$ cat config.mk
export PLATFORM = sky130hd
export DESIGN_NAME = i2c_master_arbiter
export DESIGN_NICKNAME = d
export VERILOG_FILES = /design/src/rtl/i2c_master_arbiter.sv
export SDC_FILE = /design/constraint.sdc
export NUM_CORES = 1
export LEC_CHECK = 0
export ABC_AREA = 1
export BUFFER_PORTS_ARGS = -buffer_cell sky130_fd_sc_hd__buf_4
export CORE_UTILIZATION = 54
export DETAILED_ROUTE_END_ITERATION = 10
export GPL_ROUTABILITY_DRIVEN = 0
export HOLD_SLACK_MARGIN = 0.05
export PLACE_DENSITY = 0.77
export RECOVER_POWER = 50
export SYNTH_ARGS = -nofsm -noshare
export SYNTH_HDL_FRONTEND = slang
export SYNTH_SLANG_ARGS = --single-unit
$ cat constraint.sdc
create_clock -name clk -period 1.7 [get_ports clk]
set_input_delay 0.34 -clock clk [delete_from_list [all_inputs] [get_ports clk]]
set_output_delay 0.34 -clock clk [all_outputs]
set_load 0.02 [all_outputs]
$ cat src/rtl/i2c_master_arbiter.sv
// Round-robin arbiter that shares one I2C master engine between NUM_REQ clients,
// granting only after the bus has been idle for BUF_CYCLES clocks (tBUF).
module i2c_master_arbiter #(
    parameter int NUM_REQ    = 4,
    parameter int IDX_W      = 2,
    parameter int BUF_CYCLES = 64,
    parameter int BUF_W      = 8
) (
    input  logic               clk,
    input  logic               rst,
    input  logic [NUM_REQ-1:0] req,
    input  logic               bby,
    input  logic               al,
    output logic [NUM_REQ-1:0] gnt,
    output logic               gnt_vld,
    output logic [IDX_W-1:0]   gnt_idx,
    output logic [NUM_REQ-1:0] lost,
    output logic               bus_free,
    output logic [1:0]         o_dbg_state
);

    // Handshake: a client holds req high for its whole transaction; gnt is the
    // registered answer and drops one clock after req falls.

    typedef enum logic [1:0] {
        ST_IDLE  = 2'd0,
        ST_GRANT = 2'd1,
        ST_DRAIN = 2'd2,
        ST_GAP   = 2'd3
    } state_t;

    localparam logic [BUF_W-1:0]   LP_BUF  = BUF_W'(BUF_CYCLES);
    localparam logic [NUM_REQ-1:0] LP_ONE  = NUM_REQ'(1);
    localparam logic [IDX_W-1:0]   LP_LAST = IDX_W'(NUM_REQ - 1);

    state_t               r_state;
    logic [BUF_W-1:0]     r_cnt;
    logic                 r_bus_free;
    logic [IDX_W-1:0]     r_last;
    logic [NUM_REQ-1:0]   r_gnt;
    logic                 r_gnt_vld;
    logic [IDX_W-1:0]     r_gnt_idx;
    logic [NUM_REQ-1:0]   r_lost;

    state_t               w_state_nxt;
    logic [NUM_REQ-1:0]   w_gnt_nxt;
    logic [IDX_W-1:0]     w_idx_nxt;
    logic [IDX_W-1:0]     w_last_nxt;
    logic [NUM_REQ-1:0]   w_lost_nxt;
    logic [IDX_W-1:0]     w_win;
    logic [IDX_W-1:0]     w_win_lo;
    logic [IDX_W-1:0]     w_win_hi;
    logic                 w_hi_ok;

    // Bus-free counter: any busy clock restarts the tBUF measurement.
    always_ff @(posedge clk or posedge rst) begin
        if (rst) begin
            r_cnt      <= '0;
            r_bus_free <= 1'b0;
        end else begin
            r_bus_free <= (r_cnt == LP_BUF);
            if (bby) begin
                r_cnt <= '0;
            end else if (r_cnt != LP_BUF) begin
                r_cnt <= r_cnt + 1'b1;
            end
        end
    end

    // Winner is the first requester above last, else the lowest requester,
    // which is a search from last+1 wrapping modulo NUM_REQ.
    always_comb begin
        w_win_lo = '0;
        w_win_hi = '0;
        w_hi_ok  = 1'b0;
        for (int i = NUM_REQ - 1; i >= 0; i--) begin
            if (req[i]) begin
                w_win_lo = IDX_W'(i);
                if (i > int'(r_last)) begin
                    w_win_hi = IDX_W'(i);
                    w_hi_ok  = 1'b1;
                end
            end
        end
        w_win = w_hi_ok ? w_win_hi : w_win_lo;
    end

    always_comb begin
        w_state_nxt = r_state;
        w_gnt_nxt   = r_gnt;
        w_idx_nxt   = r_gnt_idx;
        w_last_nxt  = r_last;
        w_lost_nxt  = '0;
        case (r_state)
            ST_IDLE: begin
                w_gnt_nxt = '0;
                if (r_bus_free && (req != '0)) begin
                    w_state_nxt = ST_GRANT;
                    w_gnt_nxt   = LP_ONE << w_win;
                    w_idx_nxt   = w_win;
                    w_last_nxt  = w_win;
                end
            end
            ST_GRANT: begin
                if (al) begin
                    w_lost_nxt[r_gnt_idx] = 1'b1;
                end
                if (!req[r_gnt_idx]) begin
                    w_gnt_nxt   = '0;
                    w_state_nxt = bby ? ST_DRAIN : ST_GAP;
                end
            end
            ST_DRAIN: begin
                w_gnt_nxt = '0;
                if (!bby) begin
                    w_state_nxt = ST_GAP;
                end
            end
            default: begin
                w_gnt_nxt   = '0;
                w_state_nxt = ST_IDLE;
            end
        endcase
    end

    always_ff @(posedge clk or posedge rst) begin
        if (rst) begin
            r_state   <= ST_IDLE;
            r_gnt     <= '0;
            r_gnt_vld <= 1'b0;
            r_gnt_idx <= '0;
            r_last    <= LP_LAST;
            r_lost    <= '0;
        end else begin
            r_state   <= w_state_nxt;
            r_gnt     <= w_gnt_nxt;
            r_gnt_vld <= |w_gnt_nxt;
            r_gnt_idx <= w_idx_nxt;
            r_last    <= w_last_nxt;
            r_lost    <= w_lost_nxt;
        end
    end

    assign gnt         = r_gnt;
    assign gnt_vld     = r_gnt_vld;
    assign gnt_idx     = r_gnt_idx;
    assign lost        = r_lost;
    assign bus_free    = r_bus_free;
    assign o_dbg_state = r_state;

endmodule
==> results of run 1 <==
[worst max path at each step]
stage,endpoint,slack (ps),cells past startpoint
after floorplan,o_dbg_state[1],280,8
after global placement,o_dbg_state[1],300,8
after detailed placement,o_dbg_state[1],260,8
after CTS,o_dbg_state[1],220,8
after global routing,o_dbg_state[1],100,8
final,o_dbg_state[1],210,8
[sequential cells by signal, indices dropped and copies added (netlist names)]
name,flops
bus_free,1
gnt,4
lost,4
o_dbg_state,2
r_cnt,8
gnt_idx,2
gnt_vld,1
r_last,2
[cell usage after synthesis, drive strengths merged]
cell,number
a21oi,11
nor4,1
o21ai,10
inv,25
xor2,1
nand3,12
nand4,3
dfstp,2
nor3,4
ha,6
nor2,20
nand2,35
dfrtp,22
[per-layer routing]
layer | vias to the layer above | global-route usage [%]
met5 | - | 0
met4 | 0 | 11.9
met3 | 6 | 3.09
met2 | 43 | 40.2
met1 | 487 | 28.0
li1 | 539 | -
[report_power, final]
part / internal (W) / total, W / switching (W)
clock: 0.0000916 / 0.000258 / 0.000166
sequential: 0.000615 / 0.000658 / 0.0000424
combinational: 0.000172 / 0.000454 / 0.000282
total: 0.000879 / 0.00137 / 0.000490
[critical path, delay by kind of cell, from the launching register on]
family | cells | cell delay [ps]
AO/OA/AOI/OAI | 3 | 290
adder cells (fa/ha/maj) | 1 | 230
buffers and inverters | 2 | 190
flip-flops | 1 | 450
AND/OR/NAND/NOR | 2 | 220
[kinds of logic (layout without fill, tap and decap cells)]
group	count (synthesis)	count (layout)
fa+ha+maj	6	6
compound gates	21	21
simple gates	75	75
buf+inv	25	52
flops	24	24
xor+xnor	1	1
[per-stage QoR]
step / utilization [%] / hold WS [ps] / worst slack [ps] / cell area (sq um) / instances
after floorplan: - / 353 / 279 / 1250 / 152
after global placement: 66.8 / 358 / 304 / 1460 / 202
after CTS: 68.4 / 180 / 223 / 1500 / 207
final: 67.4 / 182 / 213 / 1480 / 207
after global routing: 67.4 / 156 / 101 / 1480 / 207
after detailed placement: 66.8 / 368 / 255 / 1460 / 202
[cell usage in the layout, fill, tap and decap left out]
cell and count:
inv_2 3, dlygate4sd3_1 1, clkbuf_4 4, nor4_1 1, o21ai_0 9, inv_1 22
nand3_2 2, a21oi_1 10, buf_4 18, nand2_2 7, dfstp_2 2, nand2_1 28
xor2_1 1, nor2_1 15, dfrtp_1 22, nand4_1 3, nor2_4 1, clkbuf_2 1
a21oi_2 1, nor3_1 4, nor2_2 4, nand3_1 10, ha_1 6, o21ai_2 1
clkbuf_1 3
[layout make-up]
type | instances | area [sq um] | share of cell area [%]
sequential | 24 | 603 | 40.8
multi-input combinational | 103 | 553 | 37.5
timing repair buffer | 23 | 165 | 11.2
inverter | 25 | 93.8 | 6.36
tap | 28 | 35.0 | 2.37
clock buffer | 4 | 26.3 | 1.78
==> results.json, run 1 <==
{
  "outcome": "completed",
  "synth_top_cell_area_share_pct": 44.0,
  "start_util_pct": 57.1,
  "overflow": 0,
  "r2r_end": "o_dbg_state[1]",
  "path_cells": "inv_1, ha_1, inv_1, a21oi_1, a21oi_1, nand2_2, nor2_2, a21oi_2",
  "syn_area_sq_um": 1250,
  "wl_per_cell_um": 11.9,
  "fp.dieW_um": 50.1,
  "drc_errors": 0,
  "dp_hpwl_um": 1930,
  "diodes": 0,
  "syn_inst": 152,
  "arrival_ps": 1710,
  "fillers": 187,
  "synth_adder_area_share_pct": 6.01,
  "drt.antenna.violating_nets": 0,
  "first_pass_iters": 4,
  "grt_max_degree": 16,
  "synth-seq-cells": 24,
  "grt.total_usage_pct": 23.3,
  "hold_violations": 0,
  "clock_sinks": 24,
  "crit_path_top_delay_cell": "dfrtp_1",
  "design.core.area_sq_um": 2190,
  "first_iter_violations": 33,
  "cts_hold_buf": 1,
  "rows": 17,
  "cts_buffers": 3,
  "synthXorXnorAreaFrac_pct": 0.701,
  "wl_met2_um": 1220,
  "routed_wl_um": 2470,
  "io_pins": 22,
  "first_global_vias": 1041,
  "critPathLaunchType": "flip-flop",
  "drive_gt1_share_pct": 24.6,
  "min_from": "bby",
  "worstSkewPairLatency_ps": 320,
  "top_layer": "met4",
  "path_clk_slew_ps": 130,
  "synth_top_family_by_area": "simple AND/OR/NAND/NOR gates",
  "synthMuxAreaShare_pct": 0,
  "postCtsSetupBuffers": 0,
  "die_area_sq_um": 2510,
  "via_per_inst": 5.19,
  "die_y_um": 50.1,
  "rr_worst_depth": 8,
  "yosys.area.top_type": "dfrtp_1",
  "regToRegSetupSlack_ps": 210,
  "tritoncts": "done",
  "clk_path_buf_depth": 2,
  "antenna_found_initial": 0,
  "reg2reg_from": "o_dbg_state[0]",
  "mappedNetlistNets": 166,
  "syn_avg_cell_area_sq_um": 8.22,
  "worstHoldPathCells": 2,
  "slowest_delay_ps": 450,
  "min_to": "r_cnt[3]",
  "rsz0062_at_grt": "no",
  "synth_compound_area_share_pct": 9.01,
  "vias": 1075,
  "cts_root_buf": "clkbuf_4",
  "slew_headroom_pct": 73.0,
  "finClkSkew_ps": 13.2,
  "ys.warnings.count": 0,
  "p_per_area_nw_per_um2": 928,
  "cts-resized-gates": 0,
  "finalCritPeriodShare_pct": 87.5,
  "num-nets-final": 194,
  "slew_viol_final": 0,
  "end_kind": "flip-flop",
  "hp-class": "in -> reg",
  "area.growth.synth_to_final_pct": 18.1,
  "worst_pin_slew_ps": 404,
  "fin_crit_ps": 1490,
  "yosys.area_share.simple_pct": 28.5,
  "setup.worst_path.start": "o_dbg_state[0]",
  "synth.yosys.seq_area_share_pct": 48.2,
  "synthDistinctLibCells": 20,
  "finalSetupTns_ps": 0,
  "required_ps": 1920,
  "vdd_drop_max_mv": 0.994,
  "leakage_nw": 0.770,
  "port_buffers": 21,
  "setup_viol": 0,
  "maxCapViolCount": 0,
  "fmax_mhz": 673,
  "wl_met3_um": 144,
  "grt_pass1_wl_um": 4360,
  "cts-htree-levels": 1,
  "critPathMaxFanout": 5,
  "finalPower_w": 0.00137,
  "critPathKind": "reg -> reg",
  "synth_area_leaders": "dfrtp_1, nand2_1, inv_1, ha_1, nor2_1",
  "wl_met1_um": 1060
}
Power figures use the tool's default switching activity.
==> inputs of run 2 (changes only) <==
--- a/config.mk
+++ b/config.mk
@@ -7,11 +7,12 @@
 export LEC_CHECK = 0
 export ABC_AREA = 1
 export BUFFER_PORTS_ARGS = -buffer_cell sky130_fd_sc_hd__buf_4
-export CORE_UTILIZATION = 54
+export CORE_UTILIZATION = 57
+export CTS_BUF_LIST = sky130_fd_sc_hd__clkbuf_4
 export DETAILED_ROUTE_END_ITERATION = 10
 export GPL_ROUTABILITY_DRIVEN = 0
 export HOLD_SLACK_MARGIN = 0.05
-export PLACE_DENSITY = 0.77
+export PLACE_DENSITY = 0.81
 export RECOVER_POWER = 50
 export SYNTH_ARGS = -nofsm -noshare
 export SYNTH_HDL_FRONTEND = slang
==> run 2 against run 1 <==
Sequential share of layout area up 0.46 points. Core utilization grew 5.5 points. Largest cell class unchanged. Largest power group unchanged. Critical path depth is the same. Die area is 5.0% lower. Sequential power about the same. Cell area shrank 1.1%. Critical path type unchanged.
==> results.json, run 2 (synthesis gave the netlist of run 1 again) <==
{
  "critPathMaxFanout": 4,
  "crit_path_top_delay_cell": "dfrtp_1",
  "clk_path_buf_depth": 2,
  "critical_path.top_delay_family": "simple AND/OR/NAND/NOR gates",
  "end_kind": "flip-flop",
  "dp.cells": 201,
  "diodes": 0,
  "fillers": 147,
  "fmax_mhz": 701,
  "first_global_vias": 1029,
  "hp-class": "in -> reg",
  "worst_pin_slew_ps": 1250,
  "drc_errors": 0,
  "cts-htree-levels": 1,
  "cp_num_buf_inv": 1,
  "start_util_pct": 62.4,
  "design.core.area_sq_um": 2000,
  "leakage_nw": 0.759,
  "area.growth.synth_to_final_pct": 16.8,
  "cts_root_buf": "clkbuf_4",
  "die_area_sq_um": 2380,
  "outcome": "completed",
  "grt_pass1_wl_um": 4300,
  "via_per_inst": 5.11,
  "io_pins": 22,
  "port_buffers": 21,
  "vdd_drop_max_mv": 0.831,
  "grt_max_degree": 25,
  "critPathKind": "reg -> reg",
  "setup_viol": 0,
  "cts-resized-gates": 0,
  "slew_headroom_pct": 16.5,
  "worstSkewPairLatency_ps": 300,
  "routed_wl_um": 2360,
  "p_per_area_nw_per_um2": 913,
  "finClkSkew_ps": 1.66,
  "largest_register": "r_cnt",
  "cts_buffers": 3,
  "fin_util_pct": 72.9,
  "fp.dieW_um": 48.8,
  "required_ps": 1950,
  "finalSetupTns_ps": 0,
  "maxCapViolCount": 0,
  "path_clk_slew_ps": 120,
  "first_iter_violations": 29,
  "final_common_cell": "nand2_1",
  "antenna_found_initial": 0,
  "tritoncts": "done",
  "fin_crit_ps": 1430,
  "overflow": 0,
  "drt.antenna.violating_nets": 0,
  "layout.cells.non_filler": 205,
  "path_cells": "inv_1, ha_1, nand3_2, nor2_4, nand2_1, nand2_1, nor2_1, nand2_1",
  "setup_slack_ps": 273,
  "cts_hold_buf": 0,
  "hold_violations": 0,
  "rows": 16,
  "dp_hpwl_um": 1880,
  "postCtsSetupBuffers": 0,
  "wl_per_cell_um": 11.5,
  "grt.total_usage_pct": 23.1,
  "drive_gt1_share_pct": 23.6,
  "crit_top_cell": "nand2_1",
  "clock_sinks": 24,
  "rsz0062_at_grt": "no",
  "arrival_ps": 1680,
  "preCtsSetupSlack_ps": 307,
  "critPathLaunchType": "flip-flop",
  "vias": 1047,
  "num-nets-final": 193,
  "slew_viol_final": 0,
  "first_pass_iters": 4,
  "fin_hold_ws_ps": 216,
  "slowest_delay_ps": 440,
  "finalCritPeriodShare_pct": 83.9,
  "largest_reg_flops": 8,
  "final_cell_mix": "nand2_1, inv_1, dfrtp_1",
  "die_y_um": 48.8
}
## run 2: changes by cell type in the layout (fill, tap and decap cells not counted), sizes merged
cell,previous run,this run
dlygate4sd3,1,0
clkinv,0,1
buf,18,17
## run 2: through the flow
stage / total power, W / area, sq um
after floorplan: 0.000977 / 1250
after global placement: 0.00109 / 1450
after detailed placement: 0.00111 / 1450
after CTS: 0.00135 / 1480
after global routing: 0.00142 / 1460
final: 0.00133 / 1460
## run 2: routing by layer
| metal | GRT usage (%) | wire, um | vias up |
|---|---|---|---|
| li1 | - | - | 539 |
| met1 | 29.8 | 1100 | 473 |
| met2 | 40.7 | 1130 | 33 |
| met3 | 3.74 | 116 | 2 |
| met4 | 5.39 | 14 | 0 |
| met5 | 0 | 0 | - |
## run 2: where the power goes
group	switching, W	leakage, nW	internal (W)
Sequential	0.0000414	0.316	0.000615
Clock	0.000156	0.0154	0.0000855
Combinational	0.000269	0.427	0.000166
## run 2: worst paths after layout
| path | startpoint | to | slack (ps) | cells after the start |
|---|---|---|---|---|
| min | bby | r_cnt[3] | 220 | 2 |
| min in group asynchronous | rst | lost[1] | 440 | 3 |
| max in group asynchronous | rst | bus_free | 530 | 3 |
| max | o_dbg_state[1] | gnt_vld | 270 | 8 |
| max reg2reg | o_dbg_state[1] | gnt_vld | 270 | 8 |
| min reg2reg | r_cnt[5] | r_cnt[5] | 500 | 1 |
## run 2: worst reg2reg max path: stages, from the launching register on
cell and delay, ps:
dfrtp_1 440, inv_1 130, ha_1 220, nand3_2 150, nor2_4 160, nand2_1 70, nand2_1 100, nor2_1 60
nand2_1 60
## run 2: cell type report
| type | count | area [sq um] | share of cell area [%] |
|---|---|---|---|
| multi-input combinational | 103 | 553 | 37.9 |
| clock inverter | 1 | 3.75 | 0.257 |
| tap | 27 | 33.8 | 2.31 |
| sequential | 24 | 603 | 41.3 |
| timing repair buffer | 22 | 150 | 10.3 |
| clock buffer | 3 | 22.5 | 1.54 |
| inverter | 25 | 93.8 | 6.43 |
